[config.mk]
export PLATFORM = sky130hd
export DESIGN_NAME = note_sequencer
export DESIGN_NICKNAME = d
export VERILOG_FILES = /design/src/rtl/note_sequencer.sv
export SDC_FILE = /design/constraint.sdc
export NUM_CORES = 1
export LEC_CHECK = 0
export ABC_AREA = 1
export BUFFER_PORTS_ARGS = -buffer_cell sky130_fd_sc_hd__buf_4
export CAP_MARGIN = 25
export CORE_AREA = 2 2 116 118
export CTS_BUF_LIST = sky130_fd_sc_hd__clkbuf_4
export CTS_CLUSTER_SIZE = 14
export DETAILED_ROUTE_END_ITERATION = 8
export DIE_AREA = 0 0 118 120
export SLEW_MARGIN = 30
export SYNTH_ARGS = -nofsm -noshare
export SYNTH_HDL_FRONTEND = slang
export SYNTH_SLANG_ARGS = --single-unit
[constraint.sdc]
create_clock -name clk -period 2.61 [get_ports clk]
set_input_delay 0.3915 -clock clk [delete_from_list [all_inputs] [get_ports clk]]
set_output_delay 0.3915 -clock clk [all_outputs]
set_load 0.005 [all_outputs]
[src/rtl/note_sequencer.sv]
// note_sequencer
//
// Plays a list of note codes held in an external synchronous-read note memory.
// A sequence starts from IDLE on `start`. Each note is fetched, wait one cycle
// for the memory data, offered downstream, and then held for a number of beats.
// After the last note the sequence either restarts at address 0 (loop_en) or
// pulses `done` and returns to IDLE. `stop` aborts at any time without `done`.
//
// Optional build macro:
//   NOTE_SEQ_REST_SKIP_EN - a fetched note code of 0 is treated as a rest.
//                           It is never offered downstream and is not held.
//                           The sequence advances straight from WAIT.
//
// Ports:
//   clk          in   single clock, all logic on posedge
//   reset        in   synchronous, active-high
//   start        in   begin a sequence (sampled only in IDLE)
//   stop         in   abort the sequence (priority over start)
//   num_notes    in   [ADDR_W:0]   notes to play, 0..2**ADDR_W
//   beat_cycles  in   [BEAT_W-1:0] clocks a note is held after acceptance
//   loop_en      in   restart at address 0 after the last note
//   mem_rd_addr  out  [ADDR_W-1:0] note memory read address (= idx)
//   mem_rd_data  in   [NOTE_W-1:0] note memory data, one cycle after address
//   note_out     out  [NOTE_W-1:0] current note code
//   note_valid   out  note_out offered downstream
//   note_ready   in   downstream accepts note
//   note_start   out  handshake pulse
//   busy         out  high when not IDLE
//   done         out  one-cycle pulse on normal completion
//
// Handshake: note_valid is high only in PRESENT. While it is high, note_out
// does not change. The note is accepted in the cycle where note_valid and
// note_ready are both high at the clock edge. note_start marks that cycle.
module note_sequencer #(
  parameter int ADDR_W = 4,
  parameter int NOTE_W = 8,
  parameter int BEAT_W = 24
) (
  input  logic              clk,
  input  logic              reset,
  input  logic              start,
  input  logic              stop,
  input  logic [ADDR_W:0]   num_notes,
  input  logic [BEAT_W-1:0] beat_cycles,
  input  logic              loop_en,
  output logic [ADDR_W-1:0] mem_rd_addr,
  input  logic [NOTE_W-1:0] mem_rd_data,
  output logic [NOTE_W-1:0] note_out,
  output logic              note_valid,
  input  logic              note_ready,
  output logic              note_start,
  output logic              busy,
  output logic              done
);

  typedef enum logic [2:0] {
    IDLE    = 3'd0,
    FETCH   = 3'd1,
    WAIT    = 3'd2,
    PRESENT = 3'd3,
    HOLD    = 3'd4
  } state_t;

  localparam logic [ADDR_W:0]   IDX_ONE  = {{ADDR_W{1'b0}}, 1'b1};
  localparam logic [BEAT_W-1:0] BEAT_ONE = {{(BEAT_W-1){1'b0}}, 1'b1};

  state_t              state, state_n;
  // idx is one bit wider than the address so that the last-note compare
  // against num_notes-1 works for a full 2**ADDR_W note list.
  logic [ADDR_W:0]     idx, idx_n;
  logic [ADDR_W:0]     num_lat, num_n;
  logic [BEAT_W-1:0]   beat_lat, beat_n;
  logic                loop_lat, loop_n;
  logic [BEAT_W-1:0]   cnt, cnt_n;
  logic [NOTE_W-1:0]   note_q, note_n;
  logic                done_q, done_n;

  // Result of the "next note" rule, shared by HOLD and the rest-skip path.
  state_t              adv_state;
  logic [ADDR_W:0]     adv_idx;
  logic                adv_done;
  logic [BEAT_W-1:0]   beat_load;

  always_ff @(posedge clk) begin
    if (reset) begin
      state    <= IDLE;
      idx      <= '0;
      num_lat  <= '0;
      beat_lat <= '0;
      loop_lat <= 1'b0;
      cnt      <= '0;
      note_q   <= '0;
      done_q   <= 1'b0;
    end else begin
      state    <= state_n;
      idx      <= idx_n;
      num_lat  <= num_n;
      beat_lat <= beat_n;
      loop_lat <= loop_n;
      cnt      <= cnt_n;
      note_q   <= note_n;
      done_q   <= done_n;
    end
  end

  always_comb begin
    adv_state = FETCH;
    adv_idx   = idx;
    adv_done  = 1'b0;
    if (idx < num_lat - IDX_ONE) begin
      adv_idx = idx + IDX_ONE;
    end else if (loop_lat) begin
      adv_idx = '0;
    end else begin
      adv_state = IDLE;
      adv_done  = 1'b1;
    end
  end

  // The hold length is max(beat_cycles,1). The counter counts down to 0.
  assign beat_load = (beat_lat == '0) ? '0 : (beat_lat - BEAT_ONE);

  always_comb begin
    state_n = state;
    idx_n   = idx;
    num_n   = num_lat;
    beat_n  = beat_lat;
    loop_n  = loop_lat;
    cnt_n   = cnt;
    note_n  = note_q;
    done_n  = 1'b0;

    case (state)
      IDLE: begin
        if (start && !stop) begin
          if (num_notes != '0) begin
            num_n   = num_notes;
            beat_n  = beat_cycles;
            loop_n  = loop_en;
            idx_n   = '0;
            state_n = FETCH;
          end else begin
            done_n = 1'b1;
          end
        end
      end
      FETCH: begin
        state_n = WAIT;
      end
      WAIT: begin
`ifdef NOTE_SEQ_REST_SKIP_EN
        if (mem_rd_data == '0) begin
          state_n = adv_state;
          idx_n   = adv_idx;
          done_n  = adv_done;
        end else begin
          note_n  = mem_rd_data;
          state_n = PRESENT;
        end
`else
        note_n  = mem_rd_data;
        state_n = PRESENT;
`endif
      end
      PRESENT: begin
        if (note_ready) begin
          cnt_n   = beat_load;
          state_n = HOLD;
        end
      end
      HOLD: begin
        if (cnt == '0) begin
          state_n = adv_state;
          idx_n   = adv_idx;
          done_n  = adv_done;
        end else begin
          cnt_n = cnt - BEAT_ONE;
        end
      end
      default: begin
        state_n = IDLE;
      end
    endcase

    // An abort overrides any transition, including a completing advance.
    if (stop && (state != IDLE)) begin
      state_n = IDLE;
      done_n  = 1'b0;
    end
  end

  assign mem_rd_addr = idx[ADDR_W-1:0];
  assign note_out    = note_q;
  assign note_valid  = (state == PRESENT);
  assign note_start  = note_valid & note_ready;
  assign busy        = (state != IDLE);
  assign done        = done_q;

endmodule

* Yosys cells after proc, flatten, opt, wreduce, memory -nomap -nowiden
Index checks and enable logic that the tools add are counted.
** Operators by class
- Add/sub/neg operators :: 4
- Bitwise operators :: 1
- Reductions and logical operators :: 15
- Multiplexer cells :: 23
- Magnitude comparators :: 1
- Equality and inequality tests :: 10
** Operators by type and width (count)
- two-way mux 24 bit :: 3
- zero test 24 bit :: 2
- case mux 24 bit (2 select lines) :: 1
- subtractor 24 x 1 -> 24 bit, second input constant :: 2
- two-way mux 5 bit :: 5
- case mux 3 bit (5 select lines) :: 1
- two-way mux 3 bit :: 4
- case mux 5 bit (2 select lines) :: 1
- inequality test 2 bit, second input constant :: 4
- two-way mux 1 bit :: 7
- equality test 3 x 2 -> 1 bit, second input constant :: 2
- AND reduction 3 bit :: 2
- adder 5 x 1 -> 5 bit, second input constant :: 1
- < comparator 5 bit :: 1
- AND reduction 5 bit :: 1
- nonzero test 5 bit :: 1
- subtractor 5 x 1 -> 5 bit, second input constant :: 1
- AND reduction 4 bit :: 1
- nonzero test 2 bit :: 2
- equality test 3 x 1 -> 1 bit, second input constant :: 1
- equality test 3 bit, second input constant :: 1
- zero test 3 bit :: 1
- inequality test 3 bit, second input constant :: 1
- nonzero test 3 bit :: 1
- other kinds (6) :: 7
** Word-level totals
- Input port bits :: 43
- Flip-flop bits (word level) :: 71

* Logic depth before layout (Yosys ltp)
Gate-level depths: netlist of the first run.
- Depth in word-level cells :: 5
- Gate-level depth with buffers :: 15

* Worst setup path after synthesis of the first run
OpenSTA, ideal clock, no wires.
- Path kind :: register -> register
- Start :: register num_lat[0]
- End :: register idx[2]
- Arrival time :: 1831 ps
- Library setup time :: 116 ps
- Required time :: 2494 ps
- Cell stages (with the launch flop) :: 16
- Path slack :: 663 ps
- Path through :: dfxtp_1 > inv_1 > ha_1 > nand2_1 > xor2_1 > ha_1 > nand2_1 > inv_1 > nand2_1 > nand3_1 > nand3_1 > nand2_1 > inv_2 > nand2_1 > nand2_1 > a21oi_1
** On the way
- Word-level cells in the longest chain between the ends :: 5
- Elaborated cells on any way between the ends :: 7
** RTL lines
- from (decl) :: line 71 : logic [ADDR_W:0] num_lat, num_n;
- from (signal assigned) :: line 97 : num_lat <= num_n;
- subtractor 5 x 1 -> 5 bit (*) :: line 110 : if (idx < num_lat - IDX_ONE) begin
- < comparator 5 bit (*) :: line 110
- two-way mux 5 bit :: line 110
- two-way mux 5 bit :: line 172 : if (cnt == '0) begin
- case mux 5 bit (2 select lines) :: line 133 : case (state)
- to (signal assigned) :: line 96 : idx <= idx_n;
- to (decl) :: line 70 : logic [ADDR_W:0] idx, idx_n;
Every way passes the cells marked *; elsewhere a longest branch is shown, timed or not. The select of a mux whose other input is x is not followed.
A chain may end at the register's enable or synchronous reset.

* Worst setup path after layout of the first run
Ends and elaborated chain as after synthesis.

==> results of run 1 <==
[layout make-up]
cell class              instances  area share, %
clock buffers                   9          1.321
repair buffers                 62          9.342
clock inverters                 7          1.565
well taps                     176          4.304
diodes                          1        0.04891
flip-flops and latches         71          27.78
inverters                      61          4.500
multi-input cells             523          51.14
[where the power goes]
group          leakage (nW)  switching [mW]  total (mW)  internal [mW]
Combinational          1.70           0.960        1.53          0.568
Sequential            0.578           0.117        1.32           1.21
Clock                0.0788           0.468       0.772          0.304
[worst max-delay path by stage]
stage          startpoint  endpoint  slack, ns  cells past startpoint
2_1_floorplan  num_lat[0]    idx[2]       0.66                     15
3_3_place_gp   num_lat[0]    idx[2]       0.48                     15
3_5_place_dp   num_lat[0]    idx[3]       0.42                     15
4_1_cts        num_lat[0]    idx[3]       0.39                     15
5_1_grt        num_lat[0]    idx[2]       0.09                     15
6_report       num_lat[0]    idx[2]       0.38                     15
[flip-flops by register name, summed over array words and instances, names as in the netlist]
register	count
num_lat	5
idx	5
done	1
note_out	8
state	3
beat_lat	24
loop_lat	1
cnt	24
[logic make-up after synthesis]
family | synth area share [%]
flops | 32.27
fa+ha+maj | 2.273
buf+inv | 8.324
compound gates | 16.56
xor+xnor | 4.972
simple gates | 35.60
[worst max-delay path, cell delays in order (launching register included)]
cell,delay (ns)
dfxtp_1,0.38
inv_1,0.06
ha_1,0.22
nand2_1,0.08
xor2_1,0.17
ha_1,0.26
nand2_1,0.08
inv_1,0.04
nand2_1,0.05
nand3_1,0.21
nand3_1,0.16
nand2_1,0.07
inv_2,0.11
nand2_1,0.11
nand2_1,0.08
a21oi_1,0.06
[layout by cell type (no fill, tap or decap), drive strengths merged]
cell,count
a21oi,52
a31oi,2
and2,1
buf,62
bufinv,1
clkbuf,9
clkinv,3
clkinvlp,1
dfxtp,71
diode,1
ha,8
inv,63
nand2,121
nand3,37
nand3b,1
nand4,6
nor2,175
nor3,7
nor3b,1
o21ai,80
o21bai,6
or2,1
xnor2,4
xor2,21
[routing by layer]
layer  up-vias  track usage, %
met5         -               0
met4         0           6.928
met3        15           3.517
met2        65           26.42
met1      1840           22.19
li1       2297               -
==> results.json, run 1 <==
{
  "routed.top_layer": "met4",
  "worstHoldStart": "reset",
  "fin_area_mm2": 0.005116,
  "synthesis.nets": 729,
  "ant_nets": 0,
  "p_leak_nw": 2.357,
  "synth_top_area_share_pct": 32.27,
  "cp.arrival_ns": 2.61,
  "cts_tree": "done",
  "synth_area_per_cell_um2": 6.496,
  "clk_path_buf_depth": 2,
  "maxCapViolations": 0,
  "total_power_mw": 3.624,
  "max_slew_margin_pct": 59.67,
  "core_area_mm2": 0.01298,
  "die_w_um": 118,
  "worst_pin_slew_ns": 0.6004,
  "cp.required_ns": 2.99,
  "die_h_um": 120,
  "ir_worst_vdd_mv": 0.3463,
  "power_per_cell_area_mw_per_mm2": 708.4,
  "r2r_cells": 15,
  "first_pass_iters": 4,
  "gp_congestion": 0.8697,
  "pre_cts_ws_ns": 0.4169,
  "hold_depth": 2,
  "pin_count": 59,
  "yosysSeqAreaShare_pct": 32.27,
  "drcViolationCount": 0,
  "dieArea_mm2": 0.01416,
  "cts_resized": 0,
  "max_freq_mhz": 448.6,
  "rows": 42,
  "hold-worst-slack_ns": 0.1013,
  "fin_crit_ns": 2.229,
  "final.setup.tns_ns": 0,
  "post-synth-top-count-cell": "nor2_1",
  "r2r_end": "idx[2]",
  "synth-main-ff-cell": "dfxtp_1",
  "setup_viol": 0,
  "placed_area_mm2": 0.004966,
  "cp-start-kind": "register",
  "path_max_fanout": 7,
  "drt-met1-wl_mm": 5.429,
  "ctsHoldBuffers": 0,
  "r2r_slack_ns": 0.38,
  "yosys_warnings": 0,
  "via_per_inst": 4.634,
  "clk_latency_ns": 0.47,
  "multi_input_comb_area_mm2": 0.002616,
  "port_buffers": 58,
  "grt_max_degree": 64,
  "area_delta_synth_final_pct": 16.16,
  "synth_top_area_cell": "dfxtp_1",
  "antenna_found_initial": 1,
  "routed_wl_mm": 11.03,
  "rsz0062_at_grt": "no",
  "ys_top_cells_by_area": "dfxtp_1 32%, nor2_1 14%, nand2_1 8.8%",
  "slew_violations": 0,
  "cts_buffers": 9,
  "track_usage_pct": 16.72,
  "holdPathEnd": "idx[0]",
  "wl_per_cell_um": 12.12,
  "vias": 4217,
  "placed_cells": 893,
  "worst-setup-path-type": "reg2reg",
  "met3RoutedLength_um": 471,
  "syn-cell-area_mm2": 0.004404,
  "cts.sinks": 71,
  "synth-edff-count": 0,
  "timing.final.ws_setup_ns": 0.3809,
  "n_fill_cell": 1424,
  "synth.distinct_cells": 34,
  "cts-root-buf": "clkbuf_4",
  "grt_pass1_wl_mm": 18.90,
  "clk_pin_slew_worst_paths_ns": 0.14,
  "synthArstFlopShare_pct": 0,
  "end_kind": "register",
  "yosys-top-cells-count": "159 x nor2_1, 103 x nand2_1, 76 x o21ai_0, 71 x dfxtp_1, 56 x inv_1",
  "period_share_pct": 85.41,
  "ys_ff_latch": 71,
  "synth_cells": 678,
  "final_cells": 910,
  "worst_clock_skew_ns": 0.01775,
  "final_nets": 779,
  "initial_core_util_pct": 33.93,
  "dp_hpwl_mm": 8.222,
  "drt_iter0_drc": 162,
  "drive_gt1_share_pct": 16.37,
  "final_hold_viol_count": 0,
  "outcome": "completed",
  "final_util_pct": 39.42,
  "overflow": 0,
  "hp-class": "in2reg",
  "cts_setup_buffers": 0,
  "wl_met2_mm": 4.879,
  "grt_pass1_vias": 3987,
  "htreeDepth": 3,
  "r2r-start": "num_lat[0]",
  "layout.area.seq_mm2": 0.001421
}
(Power assumes the default switching activity.)
==> inputs of run 2 (changes only) <==
Settings changed: REMOVE_ABC_BUFFERS from default to 1.
Clock period 2.61 ns to 2.7 ns, I/O delays scaled along.
==> results.json, run 2 (synthesis results as in run 1) <==
{
  "worst_pin_slew_ns": 0.5472,
  "gp_congestion": 0.8641,
  "clk_pin_slew_worst_paths_ns": 0.14,
  "switchingPower_mw": 1.481,
  "grt_pass1_wl_mm": 18.03,
  "power_per_cell_area_mw_per_mm2": 682.3,
  "drcViolationCount": 0,
  "gr-usage-met2_pct": 24.20,
  "port_buffers": 58,
  "fin_crit_ns": 2.253,
  "wl_per_cell_um": 11.85,
  "cts-root-buf": "clkbuf_4",
  "cts_resized": 0,
  "met1_usage_pct": 21.54,
  "seq_power_share_pct": 36.7,
  "cts.sinks": 71,
  "clk_path_buf_depth": 2,
  "max_slew_margin_pct": 63.52,
  "use_met3_pct": 3.042,
  "cp.arrival_ns": 2.62,
  "pin_count": 59,
  "vias": 4232,
  "rsz0062_at_grt": "no",
  "internal_power_mw": 2.003,
  "swShare_pct": 42.51,
  "placed_area_mm2": 0.004954,
  "die_h_um": 120,
  "ir_worst_vdd_mv": 0.2509,
  "maxCapViolations": 0,
  "final_nets": 779,
  "area_delta_synth_final_pct": 15.91,
  "initial_core_util_pct": 33.93,
  "ctsHoldBuffers": 0,
  "cts_tree": "done",
  "hp-class": "in2reg",
  "routed_wl_mm": 10.78,
  "dp_hpwl_mm": 7.885,
  "track_usage_pct": 15.56,
  "pre_cts_ws_ns": 0.4982,
  "end_kind": "register",
  "htreeDepth": 3,
  "final_hold_viol_count": 0,
  "grt_max_degree": 64,
  "setup_viol": 0,
  "period_share_pct": 83.46,
  "clk_latency_ns": 0.45,
  "timing.final.ws_setup_ns": 0.4467,
  "final_cells": 910,
  "rows": 42,
  "cts_buffers": 9,
  "fin_area_mm2": 0.005105,
  "via_per_inst": 4.651,
  "worst_clock_skew_ns": 0.01562,
  "first_pass_iters": 5,
  "core_area_mm2": 0.01298,
  "p_clk_share_pct": 21.2,
  "outcome": "completed",
  "cts_setup_buffers": 0,
  "path_max_fanout": 7,
  "cp-start-kind": "register",
  "slew_violations": 0,
  "placed_cells": 893,
  "final.setup.tns_ns": 0,
  "power_frac_comb_pct": 42.1,
  "top_usage_layer": "met2",
  "drt_iter0_drc": 206,
  "layout_common_cells": "159 x nor2_1, 103 x nand2_1, 76 x o21ai_0, 71 x dfxtp_1, 62 x buf_4",
  "worst-setup-path-type": "reg2reg",
  "max_freq_mhz": 443.8,
  "dieArea_mm2": 0.01416,
  "grt_pass1_vias": 3711,
  "antenna_found_initial": 1,
  "p_leak_nw": 2.343,
  "overflow": 0,
  "cp.required_ns": 3.07,
  "die_w_um": 118,
  "ant_nets": 0,
  "drive_gt1_share_pct": 16.37,
  "final_common_cell": "nor2_1"
}
[run 2: cell count changes in the layout (fill, tap and decap cells not counted)]
cell        delta
buf_12         -1
clkinv_2       -1
buf_4          +1
clkinvlp_4     +2
inv_6          -1
[run 2: cell type report]
type                            instances  area [um^2]
Antenna cell                            1        2.502
Clock buffer                            9        67.56
Clock inverter                          7        81.33
Fill cell                            1458         7875
Inverter                               61        230.2
Multi-Input combinational cell        523         2616
Sequential cell                        71         1421
Tap cell                              176        220.2
Timing Repair Buffer                   62        465.4
[run 2: power groups by stage]
| stage | Sequential (mW) | Combinational (mW) | Clock, mW |
|---|---|---|---|
| 3_3_place_gp | 1.30 | 1.46 | 0 |
| 6_report | 1.28 | 1.47 | 0.738 |
| 3_5_place_dp | 1.30 | 1.47 | 0 |
| 5_1_grt | 1.30 | 1.69 | 0.816 |
| 4_1_cts | 1.28 | 1.48 | 0.763 |
| 2_1_floorplan | 1.28 | 1.08 | 0 |
[run 2: final timing paths]
path / startpoint / end / slack, ns / depth (start not counted)
worst min register to register: num_lat[1] / num_lat[1] / 0.49 / 2
worst min-delay path: reset / idx[2] / 0.16 / 2
worst max register to register: num_lat[0] / idx[1] / 0.45 / 15
worst max-delay path: num_lat[0] / idx[1] / 0.45 / 15
[run 2: routing by layer]
layer / share of wire, % / wire (um)
met5: 0 / 0
met4: 1.8 / 192
met3: 3.7 / 397
met2: 44 / 4753
met1: 50 / 5439
[run 2: stage by stage]
step | power [mW] | util (%) | hold slack (ns)
final | 3.483 | 39.33 | 0.1580
after global routing | 3.806 | 39.33 | 0.1308
after detailed placement | 2.771 | 38.16 | 0.4773
after floorplan | 2.360 | - | 0.4498
after global placement | 2.762 | 38.16 | 0.4689
after CTS | 3.519 | 39.31 | 0.1315
[run 2: critical path, stage by stage (launching register included)]
cell	delay (ns)
dfxtp_1	0.35
inv_1	0.07
ha_1	0.19
nand2_1	0.07
xor2_1	0.14
ha_1	0.29
nand2_1	0.06
nor2_1	0.10
nand2_1	0.05
nand3_1	0.20
nand3_1	0.13
nand2_1	0.09
inv_2	0.07
nand2_1	0.13
nand2_1	0.06
a21oi_1	0.16
